## src/rtl/spi_pkg.sv

```systemverilog
// Shared SPI definitions for the spi_master / spi_slave pair.
package spi_pkg;

  localparam int SPI_DATA_WIDTH = 8;

  // Mode 0: sclk idles low, data sampled on rising edge, changed on falling edge.
  localparam logic SPI_CPOL = 1'b0;
  localparam logic SPI_CPHA = 1'b0;

  typedef enum logic {
    ST_IDLE   = 1'b0,
    ST_ACTIVE = 1'b1
  } spi_state_e;

endpackage

```

## src/rtl/spi_sync_edge.sv

```systemverilog
// Multi-flop synchronizer for an asynchronous input with rise/fall pulse outputs.
module spi_sync_edge #(
  parameter int STAGES = 2
) (
  input  logic clk,
  input  logic rst_n,
  input  logic d,
  output logic rise,
  output logic fall
);

  logic [STAGES-1:0] sync_q;
  logic              prev_q;

  always_ff @(posedge clk or negedge rst_n) begin
    if (!rst_n) begin
      sync_q <= '0;
      prev_q <= 1'b0;
    end else begin
      sync_q <= {sync_q[STAGES-2:0], d};
      prev_q <= sync_q[STAGES-1];
    end
  end

  assign rise =  sync_q[STAGES-1] & ~prev_q;
  assign fall = ~sync_q[STAGES-1] &  prev_q;

endmodule

```

## src/rtl/spi_slave.sv

```systemverilog
// SPI mode-0 responder: oversampled sclk/cs/mosi, MSB-first shift in/out, word-wrapping frames.
module spi_slave
  import spi_pkg::*;
#(
  parameter int DATA_WIDTH  = SPI_DATA_WIDTH,
  parameter int SYNC_STAGES = 2
) (
  input  logic                  clk,
  input  logic                  rst_n,
  input  logic                  sclk,
  input  logic                  cs,
  input  logic                  mosi,
  output logic                  miso,
  input  logic [DATA_WIDTH-1:0] tx_data,
  output logic [DATA_WIDTH-1:0] rx_data,
  output logic                  rx_valid,
  output logic                  busy
);

  localparam int CNT_W = $clog2(DATA_WIDTH);

  logic sclk_rise, sclk_fall, cs_rise, cs_fall;

  spi_sync_edge #(.STAGES(SYNC_STAGES)) u_sclk_sync (
    .clk(clk), .rst_n(rst_n), .d(sclk), .rise(sclk_rise), .fall(sclk_fall)
  );

  spi_sync_edge #(.STAGES(SYNC_STAGES)) u_cs_sync (
    .clk(clk), .rst_n(rst_n), .d(cs), .rise(cs_rise), .fall(cs_fall)
  );

  // mosi gets the same depth so it lines up with the synchronized sclk edge.
  logic [SYNC_STAGES-1:0] mosi_sync;
  logic                   mosi_s;

  always_ff @(posedge clk or negedge rst_n) begin
    if (!rst_n) mosi_sync <= '0;
    else        mosi_sync <= {mosi_sync[SYNC_STAGES-2:0], mosi};
  end

  assign mosi_s = mosi_sync[SYNC_STAGES-1];

  spi_state_e state_q, state_d;

  always_ff @(posedge clk or negedge rst_n) begin
    if (!rst_n) state_q <= ST_IDLE;
    else        state_q <= state_d;
  end

  always_comb begin
    state_d = state_q;
    case (state_q)
      ST_IDLE:   if (cs_fall) state_d = ST_ACTIVE;
      ST_ACTIVE: if (cs_rise) state_d = ST_IDLE;
      default:   state_d = ST_IDLE;
    endcase
  end

  logic [DATA_WIDTH-1:0] tx_sr, rx_sr, rx_next;
  logic [CNT_W-1:0]      bit_cnt;
  logic                  reload_pend;
  logic                  last_bit;

  assign rx_next  = {rx_sr[DATA_WIDTH-2:0], mosi_s};
  assign last_bit = (bit_cnt == CNT_W'(DATA_WIDTH-1));

  always_ff @(posedge clk or negedge rst_n) begin
    if (!rst_n) begin
      tx_sr       <= '0;
      rx_sr       <= '0;
      rx_data     <= '0;
      rx_valid    <= 1'b0;
      bit_cnt     <= '0;
      reload_pend <= 1'b0;
      miso        <= 1'b0;
    end else begin
      rx_valid <= 1'b0;
      if (state_q == ST_IDLE) begin
        if (cs_fall) begin
          tx_sr       <= tx_data;
          miso        <= tx_data[DATA_WIDTH-1];
          bit_cnt     <= '0;
          reload_pend <= 1'b0;
        end
      end else if (cs_rise) begin
        // Deselect beats any coincident sclk edge; a partial word is dropped.
        miso        <= 1'b0;
        bit_cnt     <= '0;
        reload_pend <= 1'b0;
      end else if (sclk_rise) begin
        rx_sr <= rx_next;
        if (last_bit) begin
          rx_data     <= rx_next;
          rx_valid    <= 1'b1;
          bit_cnt     <= '0;
          reload_pend <= 1'b1;
        end else begin
          bit_cnt <= bit_cnt + CNT_W'(1);
        end
      end else if (sclk_fall) begin
        if (reload_pend) begin
          tx_sr       <= tx_data;
          miso        <= tx_data[DATA_WIDTH-1];
          reload_pend <= 1'b0;
        end else begin
          tx_sr <= tx_sr << 1;
          miso  <= tx_sr[DATA_WIDTH-2];
        end
      end
    end
  end

  assign busy = (state_q == ST_ACTIVE);

endmodule

```

## config.mk

```make
export PLATFORM = sky130hd
export DESIGN_NAME = spi_slave
export DESIGN_NICKNAME = d
export VERILOG_FILES = /design/src/rtl/spi_pkg.sv /design/src/rtl/spi_sync_edge.sv /design/src/rtl/spi_slave.sv
export SDC_FILE = /design/constraint.sdc
export NUM_CORES = 1
export LEC_CHECK = 0
export ABC_AREA = 1
export CAP_MARGIN = 10
export CORE_ASPECT_RATIO = 1.75
export CORE_MARGIN = 1.5
export CORE_UTILIZATION = 45
export DETAILED_ROUTE_END_ITERATION = 8
export PLACE_DENSITY = 0.73
export SLEW_MARGIN = 20
export SYNTH_ARGS = -nofsm -noshare
export SYNTH_HDL_FRONTEND = slang
export SYNTH_SLANG_ARGS = --single-unit
```

## constraint.sdc

```tcl
create_clock -name clk -period 1.6 [get_ports clk]
set_input_delay 0.16 -clock clk [delete_from_list [all_inputs] [get_ports clk]]
set_output_delay 0.16 -clock clk [all_outputs]
set_load 0.02 [all_outputs]
```

# Yosys cells after proc, flatten, opt, wreduce, memory -nomap -nowiden
# Index checks and enable logic that the tools add are counted.
# totals
mem_bits_ro	0
memories	0
latchBits	0
ff_bits	37
wordCells	70
output_inout_bits	11
inputBits	13
ramBits	0
# op_classes
n_shift	0
n_reduce_logical	7
n_addsub	1
multipliers	0
n_bitwise	10
eq_ne	9
n_mux	30
div_mod_pow	0
magnitude_cmp	0
# ops
cell	count
7-bit 2-to-1 mux	6
1-bit 2-to-1 mux	18
3-bit 2-to-1 mux	5
3-bit != test (second input constant)	3
3-bit AND reduction	3
4-bit AND reduction	2
2-bit != test (second input constant)	3
1-bit NOT	6
1-bit bitwise AND	4
4-bit by 3-bit != test with 1-bit output (second input constant)	1
4-bit != test (second input constant)	1
3-bit by 1-bit adder with 3-bit output (second input constant)	1
3-bit == test (second input constant)	1
1-bit one-hot mux with 2 select lines	1
2-bit AND reduction	1
2-bit nonzero test	1

# Longest topological paths before layout
# Gate-level depths: netlist of run 1.
# logic_depth
word_depth	6
ltp_mapped	8
ltp_nobuf	8

# Modules after synthesis
# From an unflattened synthesis of run 1, not the netlist that was laid out.
# hier_totals
cells_unflattened	173
area_unflattened_um2	1581.5
# modules_own_cells
mod	cells_per_inst	area_each_um2	seq_area_each_um2	n_inst
spi_slave	159	1401.3	775.7	1
spi_sync_edge	7	90.1	75.1	2

# Worst setup path after synthesis of run 1
# OpenSTA, ideal clock, no wires.
# synth_timing
kind	flip-flop to flip-flop
startpoint	register state_q (netlist: busy)
endpoint	register rx_data[1]
t_arrival_ns	1.148
setup_time_ns	0.118
stages_incl_launch_ff	7
path_slack_ns	0.334
path_buffers	1
synth_period_minus_slack_ns	1.266
cell_sequence	dfrtp_1 nand3_1 inv_2 nand3_4 buf_6 nand2_1 o21ai_2
# synth_between
elab_chain_len	1
# synth_rtl
item	line	rtl
start: declaration	spi_slave.sv:43	spi_state_e state_q, state_d;
start signal: assignment	spi_slave.sv:47	else state_q <= state_d;
4-bit AND reduction (no source line)	--	
end signal: assignment	spi_slave.sv:93	rx_data <= rx_next;
end: declaration	spi_slave.sv:15	output logic [DATA_WIDTH-1:0] rx_data,
# No other way between the ends.
# A chain may end at the register's enable or synchronous reset.

# Final worst setup path of run 1
# layout_timing
startpoint	register rx_data[2]
endpoint	output port rx_data[2]
# No word-level cell between the ends.

==> results by stage, run 1 <==
Global route:
- The first global-routing pass estimated 5.34 mm of wire.
- The global-route layer with the greatest usage is met2.
- The global-route track usage on met3 is 5.11%.
- Entering global routing, the biggest net connects 38 pins.
- In the global route stage, overall resource usage came out at 19.8%.
- In the global route stage, met1 resource usage came out at 22.3%.
- In the global route stage, met2 resource usage came out at 33.0%.
- The number of global-route vias before repair came to 1,242.
- The number of antenna violations at the first check in global routing is 0.
- The total overflow left after global routing is 0.

Routing:
- The pre-antenna-repair detailed-routing pass consisted of 4 iterations.
- The total number of vias is 1,185.
- For this block, the routed nets add up to 3.12 mm of wire.
- The number of design-rule violations left by the first detailed-router iteration is 19.
- The detail-routed via count per cell is 4.78.
- The number of remaining DRC errors is 0.
- The detail-routed net length per standard cell is 12.6 um.
- The count of antenna-violating nets left after detailed routing is 0.

Synthesis:
- The area fraction in and, or, nand and nor cells after synthesis is 28.4%.
- The area fraction in compound gates after synthesis is 5.84%.
- After synthesis, the netlist uses 17 different library cells.
- The share of synthesized area spent on multiplexers is 0%.
- In this run, synthesis inferred 0 flip-flops with an integrated enable.
- The total nets after synthesis is 188.
- In the synthesized netlist the async set-or-reset flop fraction comes to 100%.
- The average instance area after synthesis is 9.05 um^2.
- For this run, the register share of the synthesized area comes to 59.2%.
- Summing every instance area after synthesis gives 1570 um^2.
- After Yosys synthesis, full adders, half adders and majority gates account for 1.60% of the synthesized area.
- The most instantiated flip-flop cell in the synthesis netlist is sky130_fd_sc_hd__dfrtp_1.
- The post-synthesis cell count is 173.
- The Yosys step of the flow raised 0 warnings.
- Of the total synthesized cell area, the portion taken by XOR and XNOR cells is 0%.
- The number of storage elements in the synthesis netlist is 37.
- After synthesis, the largest family of logic cells by area is simple AND/OR/NAND/NOR gates.

Floorplanning:
- The initial core utilization is 46.5%.
- The die covers 3850 um^2.
- The height of the chip is 81.0 um.
- The number of placement rows is 28.
- The total I/O pin count is 24.
- The region available for standard cell placement spans 3360 um^2.
- The width of the chip is 47.6 um.

Clock network:
- The clock tree from TritonCTS is yes.
- The setup fix buffers added after clock tree synthesis is 0.
- The clock insertion delay at the later pin of the skew report is 290 ps.
- Clock-pin slew was measured on the worst setup and hold paths at 70 ps.
- The number of clock buffers added by TritonCTS is 5.
- The number of hold buffers added after cts is 0.
- The post-cts gate resize count is 1.
- The CTS sink count is 37.
- The number of buffers between clock root and the deepest sink is 2.
- Clock tree synthesis selected as its root buffer the cell sky130_fd_sc_hd__clkbuf_8.
- CTS built an H-tree with a depth of 2.

Finish:
- The post-layout utilization of the core is 57.6%.
- The signed area change from the synthesized netlist to the final layout is 23.7%.
- The number of inserted diodes is 0.
- Leaving out fill and tap cells, the most frequent cells in the layout are 81 x sky130_fd_sc_hd__nand2_1, 37 x sky130_fd_sc_hd__dfrtp_1, 22 x sky130_fd_sc_hd__clkdlybuf4s50_1, 16 x sky130_fd_sc_hd__nand3_1, 12 x sky130_fd_sc_hd__inv_1.
- The fill cell total of the finished layout is 312.
- Of the cells placed in the final design, the portion with a size suffix greater than 1 is 10.8%.
- The library cell used most frequently in the layout, excluding fill and tap cells, is sky130_fd_sc_hd__nand2_1.
- The post-layout net count is 217.

STA:
- The slew of the pin with the lowest slew margin is 462 ps.
- The headroom to the max-slew limit is 69.2%.
- The post-route setup TNS is 0 ps.
- Based on the critical path, the design can be clocked at up to 695 MHz.
- Setup violations remaining at the end of the flow were counted as 0.
- The number of pins exceeding their max-slew limit in the final report is 0.
- The clock period could shrink to 1440 ps.
- The number of failing hold endpoints at the final stage was 0.
- The clock tree skew after final layout is 8.91 ps.
- The final worst-path cycle share is 89.9%.
- Setup repair after global routing left no endpoint under its margin.

Placed design:
- The detailed placement HPWL is 2.27 mm.
- The placer congestion estimate is 0.800.
- Port buffering added 23 buffers.

Critical path:
- STA classifies the critical path endpoint as an output port.
- The highest fanout seen on the critical path is 2.
- Among all stages on the critical path, the largest delay is contributed by sky130_fd_sc_hd__clkdlybuf4s50_1.
- The total buffers and inverters traversed by the critical path is 1.
- The largest single stage delay on the critical path is 630 ps.
- Data arrives at the worst endpoint at 1280 ps.
- The worst setup slack for register-to-register paths is 260 ps.
- The start-to-end type of the worst setup path is register to output port.
- The family of cells with the greatest summed delay on the critical path is buffers and inverters.
- For the worst setup path, the data required time is 1440 ps.
- STA classifies the critical path startpoint as a register.
- Walking the worst path, the cells encountered are clkdlybuf4s50_1.

Power and ir drop:
- Registers are responsible for 52.2% of the overall power.
- The internal power of the cells totals 1590 uW.
- The cell leakage power is 0.00102 uW.
- The share of power burned in combinational logic is 15.7%.
- The switching power is 616 uW.
- The clock network burns 32.1% of the power.
- The power density relative to cell area is 1140 nW/um^2.
- The highest ir drop seen on vdd is 837 uV.
- The switching power share of the total is 27.9%.

Hold path:
- The type of the most critical hold path is input pin to asynchronous set/reset pin.

Status:
- The flow ran to the end, and the final reports show no timing, DRC or antenna violations.

Flow run:
- The tool flagged a number of max-cap violations equal to 0.
-- routing by layer --
layer / up-vias / part of all wire, %
met5: - / 0
met4: 0 / 3.0
met3: 9 / 4.4
met2: 30 / 53
met1: 550 / 39
li1: 596 / -
-- synth_stat cells (2+ instances only) --
cell / number / share of area (%)
sky130_fd_sc_hd__inv_1: 12 / 2.9
sky130_fd_sc_hd__inv_2: 3 / 0.72
sky130_fd_sc_hd__o21ai_2: 4 / 2.2
sky130_fd_sc_hd__nor2_1: 2 / 0.48
sky130_fd_sc_hd__nand3_1: 16 / 5.1
sky130_fd_sc_hd__buf_6: 2 / 1.4
sky130_fd_sc_hd__nand2_1: 81 / 19
sky130_fd_sc_hd__nand2_2: 2 / 0.80
sky130_fd_sc_hd__dfrtp_1: 37 / 59
sky130_fd_sc_hd__o21ai_0: 4 / 1.3
sky130_fd_sc_hd__ha_1: 2 / 1.6
sky130_fd_sc_hd__o21ai_1: 3 / 0.96
-- kinds of logic after synthesis --
logic type      after synthesis
simple gates                104
flops                        37
compound gates               13
fa+ha+maj                     2
buf+inv                      17
-- registers in the layout (all words and copies together), names as in the netlist --
register            flops
miso                    1
mosi_sync               2
tx_sr                   7
bit_cnt                 3
u_cs_sync.prev_q        1
u_cs_sync.sync_q        2
reload_pend             1
busy                    1
u_sclk_sync.prev_q      1
rx_data                 8
rx_valid                1
rx_sr                   7
u_sclk_sync.sync_q      2
-- cell type report --
cell class / count / area [um^2] / share of cell area, %
repair buffers: 24 / 236 / 12.2
flip-flops and latches: 37 / 926 / 47.8
clock buffers: 7 / 96.3 / 4.97
multi-input cells: 119 / 561 / 28.9
inverters: 15 / 56.3 / 2.91
clock inverters: 1 / 5.00 / 0.258
well taps: 45 / 56.3 / 2.91
-- power by group through the flow --
stage	registers, uW	logic [uW]	clock network, uW
final	1150	346	708
after detailed placement	1170	352	0
after global routing	1170	401	775
after CTS	1150	352	731
after floorplan	1150	221	0
after global placement	1160	334	0
-- metrics by stage --
stage	instance area, um^2	std cells	hold WS, ps	setup slack, ps	total power, uW
2_1_floorplan	1570	173	-136	334	1380
3_3_place_gp	1840	240	333	332	1500
3_5_place_dp	1840	240	336	276	1520
4_1_cts	1940	248	296	144	2240
5_1_grt	1940	248	314	118	2340
6_report	1940	248	282	162	2210
-- final timing paths --
| kind | from | cells after the start | to |
|---|---|---|---|
| setup / recovery | rx_data[2] | 1 | rx_data[2] |
| hold / removal | rst_n | 2 | tx_sr[4] |
| setup reg to reg | busy | 5 | miso |
| hold reg to reg | u_sclk_sync.sync_q[0] | 0 | u_sclk_sync.sync_q[1] |
| max in group asynchronous | rst_n | 2 | rx_sr[0] |
| min in group clk | cs | 1 | u_cs_sync.sync_q[0] |
Power figures use the tool's default switching activity.
==> run 2, diff against run 1 <==
CORE_UTILIZATION = 52   (was 45)
PLACE_DENSITY = 0.81   (was 0.73)
==> run 2 against run 1 <==
Via count rose by 1.8%. Register-to-register slack barely moved. Sequential share of layout area rose by 0.82 points. Power fell by 4.4%. Routed wire length fell by 8.9%. Combinational power fell by 2%. Final cell count fell by 6.9%. Non-clock buffer count did not move. Die area fell by 13%. Sequential power barely moved. Highest routed layer unchanged.
==> results by stage, run 2 (synthesis gave the netlist of run 1 again) <==
Clock network:
- TritonCTS built the clock tree.
- The post-CTS clock slew at the launch and capture registers of the worst setup and hold paths is 80 ps.
- Buffers added to address setup during post-CTS repair amount to 0.
- The number of hold buffers added after cts is 0.
- Buffers inserted during clock tree synthesis total 5.
- Clock latency on the worst-skew pair, taken at its later pin, is 290 ps.
- The number of buffers between clock root and the deepest sink is 2.
- The CTS sink count is 37.
- The buffer cell driving the clock tree root is sky130_fd_sc_hd__clkbuf_8.
- The H-tree depth is 2.
- After clock tree synthesis, the repair step resized 0 gates.

Critical path:
- The start-to-end type of the worst setup path is register to output port.
- The element type at the critical path end is an output port.
- In this run the worst path has a maximum fanout of 2.
- The origin of the critical flop-to-flop path is bit_cnt[0].
- The number of cell instances on the worst register-to-register path is 6.
- The worst register-to-register path ends at rx_data[3].
- The worst register-to-register path has a setup slack of 260 ps.
- The master of the slowest instance on the critical path is sky130_fd_sc_hd__clkdlybuf4s50_1.
- The data arrival time of the worst path is 1260 ps.
- Among cell families on the critical path, the largest total delay comes from buffers and inverters.
- For this run, the slowest stage of the critical path takes 610 ps.
- The signal on the critical path passes through clkdlybuf4s50_1.
- The total buffers and inverters traversed by the critical path is 1.
- STA classifies the critical path startpoint as a register.
- STA puts the critical path data required time at 1440 ps.

Floorplanning:
- The number of placement rows is 26.
- The die area is 3360 um^2.
- From bottom edge to top edge, the die measures 75.6 um.
- For this configuration, the core starts out at a cell density of 54.1%.
- The die is 44.5 um wide.
- The floorplan step defined a core boundary enclosing 2900 um^2.
- For this design the top-level I/O count stands at 24.

Power and ir drop:
- For this design the ratio of total power to cell area is 1110 nW/um^2.
- IR analysis of the VDD net gives a maximum drop of 631 uV.
- Summed over all cells, the static leakage comes to 0.00102 uW.

Routing:
- The detail-routed net length per standard cell is 12.3 um.
- The number of remaining DRC errors is 0.
- For this block, the via count after detailed routing is 1,206.
- The detail-routed via count per cell is 5.22.
- Once detail routing completed, the nets flagged for antenna violations numbered 0.
- Wires add up to 2.84 mm.
- The number of design-rule violations left by the first detailed-router iteration is 42.
- The detailed-routing iteration count for the pre-antenna-repair pass is 6.

Placed design:
- The minimum setup slack after placement is 256 ps.
- After legalization and detailed placement, the total HPWL measured 2.09 mm.
- The placer congestion estimate is 0.795.
- The count of input and output buffers is 23.

STA:
- At the pin with the least slew margin, the transition time is 457 ps.
- The clock tree skew after final layout is 8.87 ps.
- Setup repair after global routing left no endpoint under its margin.
- The post-route setup TNS is 0 ps.
- Dividing the final minimum period by the clock period gives 88.9%.
- The final worst-path setup slack is 178 ps.
- The post-layout minimum cycle time is 1420 ps.
- Setup violations remaining at the end of the flow were counted as 0.
- The headroom to the max-slew limit is 69.5%.
- The number of failing hold endpoints at the final stage is 0.
- The number of pins exceeding their max-slew limit in the final report came to 0.
- The highest clock frequency the design can meet is 703 MHz.

Finish:
- The library cell used most frequently in the layout, excluding fill and tap cells, is sky130_fd_sc_hd__nand2_1.
- Relative to the synthesized area, the layout overhead comes to 21.7%.
- At the end of the flow the core is filled with cells to 65.8%.
- In the layout the commonest cells are 81 x sky130_fd_sc_hd__nand2_1, 37 x sky130_fd_sc_hd__dfrtp_1, 22 x sky130_fd_sc_hd__clkdlybuf4s50_1, 16 x sky130_fd_sc_hd__nand3_1, 12 x sky130_fd_sc_hd__inv_1.
- The largest registers in the layout are rx_data x8, rx_sr x7, tx_sr x7.
- The post-layout net count is 217.
- The largest register by flop count is rx_data.
- The register with the most flip-flops in the layout has 8 of them.
- The number of inserted diodes is 0.
- Cells with a size suffix above 1 make up 10.8% of the layout.

Global route:
- The number of antenna violations at the first check in global routing is 0.
- Entering global routing, the biggest net connects 38 pins.
- The combined global-route utilization of all metal layers is 20.7%.
- The first global-routing pass estimated 4.91 mm of wire.
- The number of global-route vias before repair is 1,163.
- After global routing the overflow that remains totals 0.

Status:
- The flow ran to the end, and the final reports show no timing, DRC or antenna violations.

Hold path:
- The type of the most critical hold path is input pin to asynchronous set/reset pin.

Flow run:
- The number of maximum-capacitance violations is 0.
[run 2: cell count changes in the layout (fill, tap and decap cells not counted)]
cell                             before  now
sky130_fd_sc_hd__clkinvlp_4           0    1
sky130_fd_sc_hd__dlygate4sd2_1        1    0
sky130_fd_sc_hd__clkbuf_8             7    5
sky130_fd_sc_hd__clkinv_2             1    2
sky130_fd_sc_hd__dlymetal6s2s_1       0    1
[run 2: report_power, final]
part	total (uW)	switching (uW)	leakage, uW	internal, uW
registers	1150	83.0	0.000477	1060
logic	338	201	0.000495	137
clock network	623	323	0.0000439	300
total	2110	607	0.00102	1500
[run 2: layout make-up]
class | count | area, um^2
inverters | 15 | 56.3
fillers | 225 | 991
clock buffers | 5 | 68.8
clock inverters | 3 | 17.5
well taps | 28 | 35.0
repair buffers | 24 | 240
flip-flops and latches | 37 | 926
multi-input cells | 119 | 561
[run 2: worst max-delay path by stage]
stage               start          to  depth (start not counted)
6_report       rx_data[5]  rx_data[5]                          1
4_1_cts              busy        busy                          1
5_1_grt        rx_data[2]  rx_data[2]                          1
3_3_place_gp   bit_cnt[0]  rx_data[2]                          6
3_5_place_dp   bit_cnt[0]  rx_data[3]                          6
2_1_floorplan        busy  rx_data[1]                          6
[run 2: stage by stage]
stage | area, um^2 | power, uW | instances | hold slack, ps
floorplan | 1570 | 1380 | 173 | -136
global placement | 1820 | 1480 | 223 | 337
detailed placement | 1820 | 1510 | 223 | 348
CTS | 1900 | 2130 | 231 | 304
global route | 1900 | 2230 | 231 | 306
finish | 1900 | 2110 | 231 | 284
[run 2: worst reg2reg max path, delay by kind of cell (launching register included)]
family	cells	cell delay [ps]
adder cells (fa/ha/maj)	2	430
buffers and inverters	1	90
flip-flops	1	400
AND/OR/NAND/NOR	3	320
[run 2: layer usage]
metal  global-route usage (%)  vias up  share of wire (%)
met5                        0        -                  0
met1                     22.9      577                 40
met4                     10.4        0                2.2
met3                     4.98        6                3.8
li1                         -      599                  -
met2                     35.9       24                 53
==> run 3, diff against run 2 <==
CORE_MARGIN = unset   (was 1.5)
==> run 3 against run 2 <==
The flow now finishes with violations (DRC). Final cell count down 0.43%. Power increased by 1.0%. Via count is 1.7% lower. Core utilization is the same. Global-route usage down 0.49 points. Routed wire length fell by 0.25%. Final area stayed put. Flip-flop and latch count did not move. Sequential share of layout area is the same. Non-clock buffer count unchanged. Hold slack got worse by 7.4 ps. Critical endpoint unchanged.
==> results by stage, run 3 (synthesis gave the netlist of run 1 again) <==
Clock network:
- The buffer cell driving the clock tree root is sky130_fd_sc_hd__clkbuf_8.
- TritonCTS built the clock tree.
- Clock tree synthesis inserted a total of 5 buffers.
- The setup fix buffers added after clock tree synthesis is 0.
- The number of buffers between clock root and the deepest sink is 2.
- The number of hold buffers added after cts is 0.
- Clock-pin slew was measured on the worst setup and hold paths at 70 ps.
- The clock net in this run drives a total of 37 sinks.
- The H-tree depth is 2.
- The clock insertion delay at the later pin of the skew report is 290 ps.

Power and ir drop:
- The highest ir drop seen on vdd is 713 uV.
- The cell leakage power is 0.00102 uW.
- In this run the power density over the cells is 1120 nW/um^2.

STA:
- Hold timing on the final database bottoms out at a slack of 277 ps.
- The clock tree skew after final layout is 10.5 ps.
- Derived from the worst setup path, the maximum achievable clock frequency is 709 MHz.
- In the finished design, the share of the clock period the worst path needs comes to 88.1%.
- Setup violations remaining at the end of the flow were counted as 0.
- The slew of the pin with the lowest slew margin is 446 ps.
- The number of failing hold endpoints at the final stage was 0.
- The post-layout minimum cycle time is 1410 ps.
- The headroom to the max-slew limit is 70.3%.
- Setup repair after global routing left no endpoint under its margin.
- The number of pins exceeding their max-slew limit in the final report is 0.
- The post-route setup TNS is 0 ps.

Critical path:
- At the worst endpoint, the arrival time is 1250 ps.
- The total buffers and inverters traversed by the critical path is 1.
- STA classifies the critical path startpoint as a register.
- The element type at the critical path end is an output port.
- The highest fanout seen on the critical path is 2.
- The worst register-to-register path has a depth of 5.
- The worst setup path is of the register to output port kind.
- Traced cell by cell, the critical path runs through clkdlybuf4s50_1.
- The maximum single-stage delay on the critical path is 610 ps.
- The capture instance of the worst register-to-register path is bit_cnt[0].
- The worst setup slack for register-to-register paths is 240 ps.
- Among all stages on the critical path, the largest delay is contributed by sky130_fd_sc_hd__clkdlybuf4s50_1.
- The cell family contributing the most delay on the critical path is buffers and inverters.
- The data required time at the worst endpoint is 1440 ps.
- In this run the critical register-to-register path is launched from bit_cnt[0].
- In this run the number of cells on the critical path is 1.

Floorplanning:
- The initial core utilization is 54.1%.
- The total core area is 2900 um^2.
- The die area is 3240 um^2.
- The die is 43.5 um wide.
- The total I/O pin count is 24.
- The height of the chip is 74.6 um.
- The number of placement rows is 26.

Placed design:
- The detailed placement HPWL is 2.09 mm.
- During placement, the flow inserted port buffers numbering 23.
- The placed instance area is 1820 um^2.
- The placer congestion estimate is 0.797.

Global route:
- The number of global-route vias before repair came to 1,104.
- The number of antenna violations at the first check in global routing was 0.
- The first global-routing pass estimated 4.64 mm of wire.
- Global routing used 20.2% of the available tracks across all layers.
- Summed over all layers, the global routing overflow is 0.
- Entering global routing, the biggest net connects 38 pins.

Routing:
- In this run the remaining antenna-violating nets after routing total 0.
- After the first detailed-routing iteration, the DRC count stood at 35.
- The detail-routed net length per standard cell is 12.3 um.
- The number of remaining DRC errors is 6.
- The first TritonRoute pass finished after 6 iterations.
- The detailed router placed 1,186 vias in this run.
- After detailed routing, the number of vias per cell comes to 5.16.
- The aggregate routed wire length is 2.83 mm.

Status:
- The final reports fail on DRC.
- The flow ran to the end, but the final reports show violations.

Finish:
- Leaving out fill and tap cells, the most frequent cell in the layout is sky130_fd_sc_hd__nand2_1.
- After routing the design area is 1900 um^2.
- In the final layout, the registers with the most flip-flops are rx_data x8, rx_sr x7, tx_sr x7.
- In the layout the commonest cells are 81 x sky130_fd_sc_hd__nand2_1, 37 x sky130_fd_sc_hd__dfrtp_1, 22 x sky130_fd_sc_hd__clkdlybuf4s50_1, 16 x sky130_fd_sc_hd__nand3_1, 12 x sky130_fd_sc_hd__inv_1.
- The number of flip-flops under the largest register name is 8.
- Relative to the synthesized area, the layout overhead comes to 21.7%.
- In the final layout, the share of cells above drive strength 1 is 9.90%.
- Counting flops per register, the top entry is rx_data.
- The repair_antennas step left the layout with diodes totalling 0.
- The post-layout net count is 217.
- The post-layout utilization of the core is 65.8%.

Hold path:
- The type of the most critical hold path is input pin to asynchronous set/reset pin.

Flow run:
- The number of maximum-capacitance violations is 0.
## run 3: cell types whose count changed in the layout (fill, tap and decap cells not counted)
cell | before | now
sky130_fd_sc_hd__clkbuf_8 | 5 | 6
sky130_fd_sc_hd__clkinv_2 | 2 | 0
sky130_fd_sc_hd__clkinvlp_4 | 1 | 0
sky130_fd_sc_hd__clkbuf_1 | 0 | 1
## run 3: repair_timing
| item | 4_1_cts | 5_1_grt |
|---|---|---|
| resized for setup | 0 | 1 |
| setup endpoints to repair | 0 | 1 |
| hold endpoints to repair | 0 | 0 |
## run 3: how the worst max path moves through the flow
stage	from	endpoint	slack (ps)
2_1_floorplan	busy	rx_data[1]	330
3_3_place_gp	bit_cnt[0]	rx_data[2]	340
3_5_place_dp	bit_cnt[0]	bit_cnt[0]	250
4_1_cts	busy	busy	30
5_1_grt	rx_data[2]	rx_data[2]	140
6_report	rx_data[5]	rx_data[5]	190
## run 3: metrics by stage
stage,cells,total power [uW],setup WS (ps)
3_5_place_dp,223,1510,253
3_3_place_gp,223,1490,339
4_1_cts,230,2150,30.9
5_1_grt,230,2260,137
2_1_floorplan,173,1380,334
6_report,230,2130,190
## run 3: layer usage
metal / routed length, um / track usage (%) / vias to the layer above
li1: - / - / 596
met1: 1120 / 19.8 / 550
met2: 1510 / 36.7 / 32
met3: 123 / 6.55 / 8
met4: 79 / 10.4 / 0
met5: 0 / 0 / -
## run 3: area by class of cell
class,count,area (um^2)
clock buffer,7,86.3
fill,246,991
inverter,15,56.3
multi-input combinational,119,561
sequential,37,926
tap,28,35.0
timing repair buffer,24,240
## run 3: power breakdown
| group | internal [uW] | switching (uW) | leakage, uW | total (uW) |
|---|---|---|---|---|
| Combinational | 137 | 203 | 0.000495 | 341 |
| Sequential | 1070 | 82.0 | 0.000477 | 1150 |
| Clock | 341 | 301 | 0.0000443 | 642 |
| Total | 1540 | 586 | 0.00102 | 2130 |
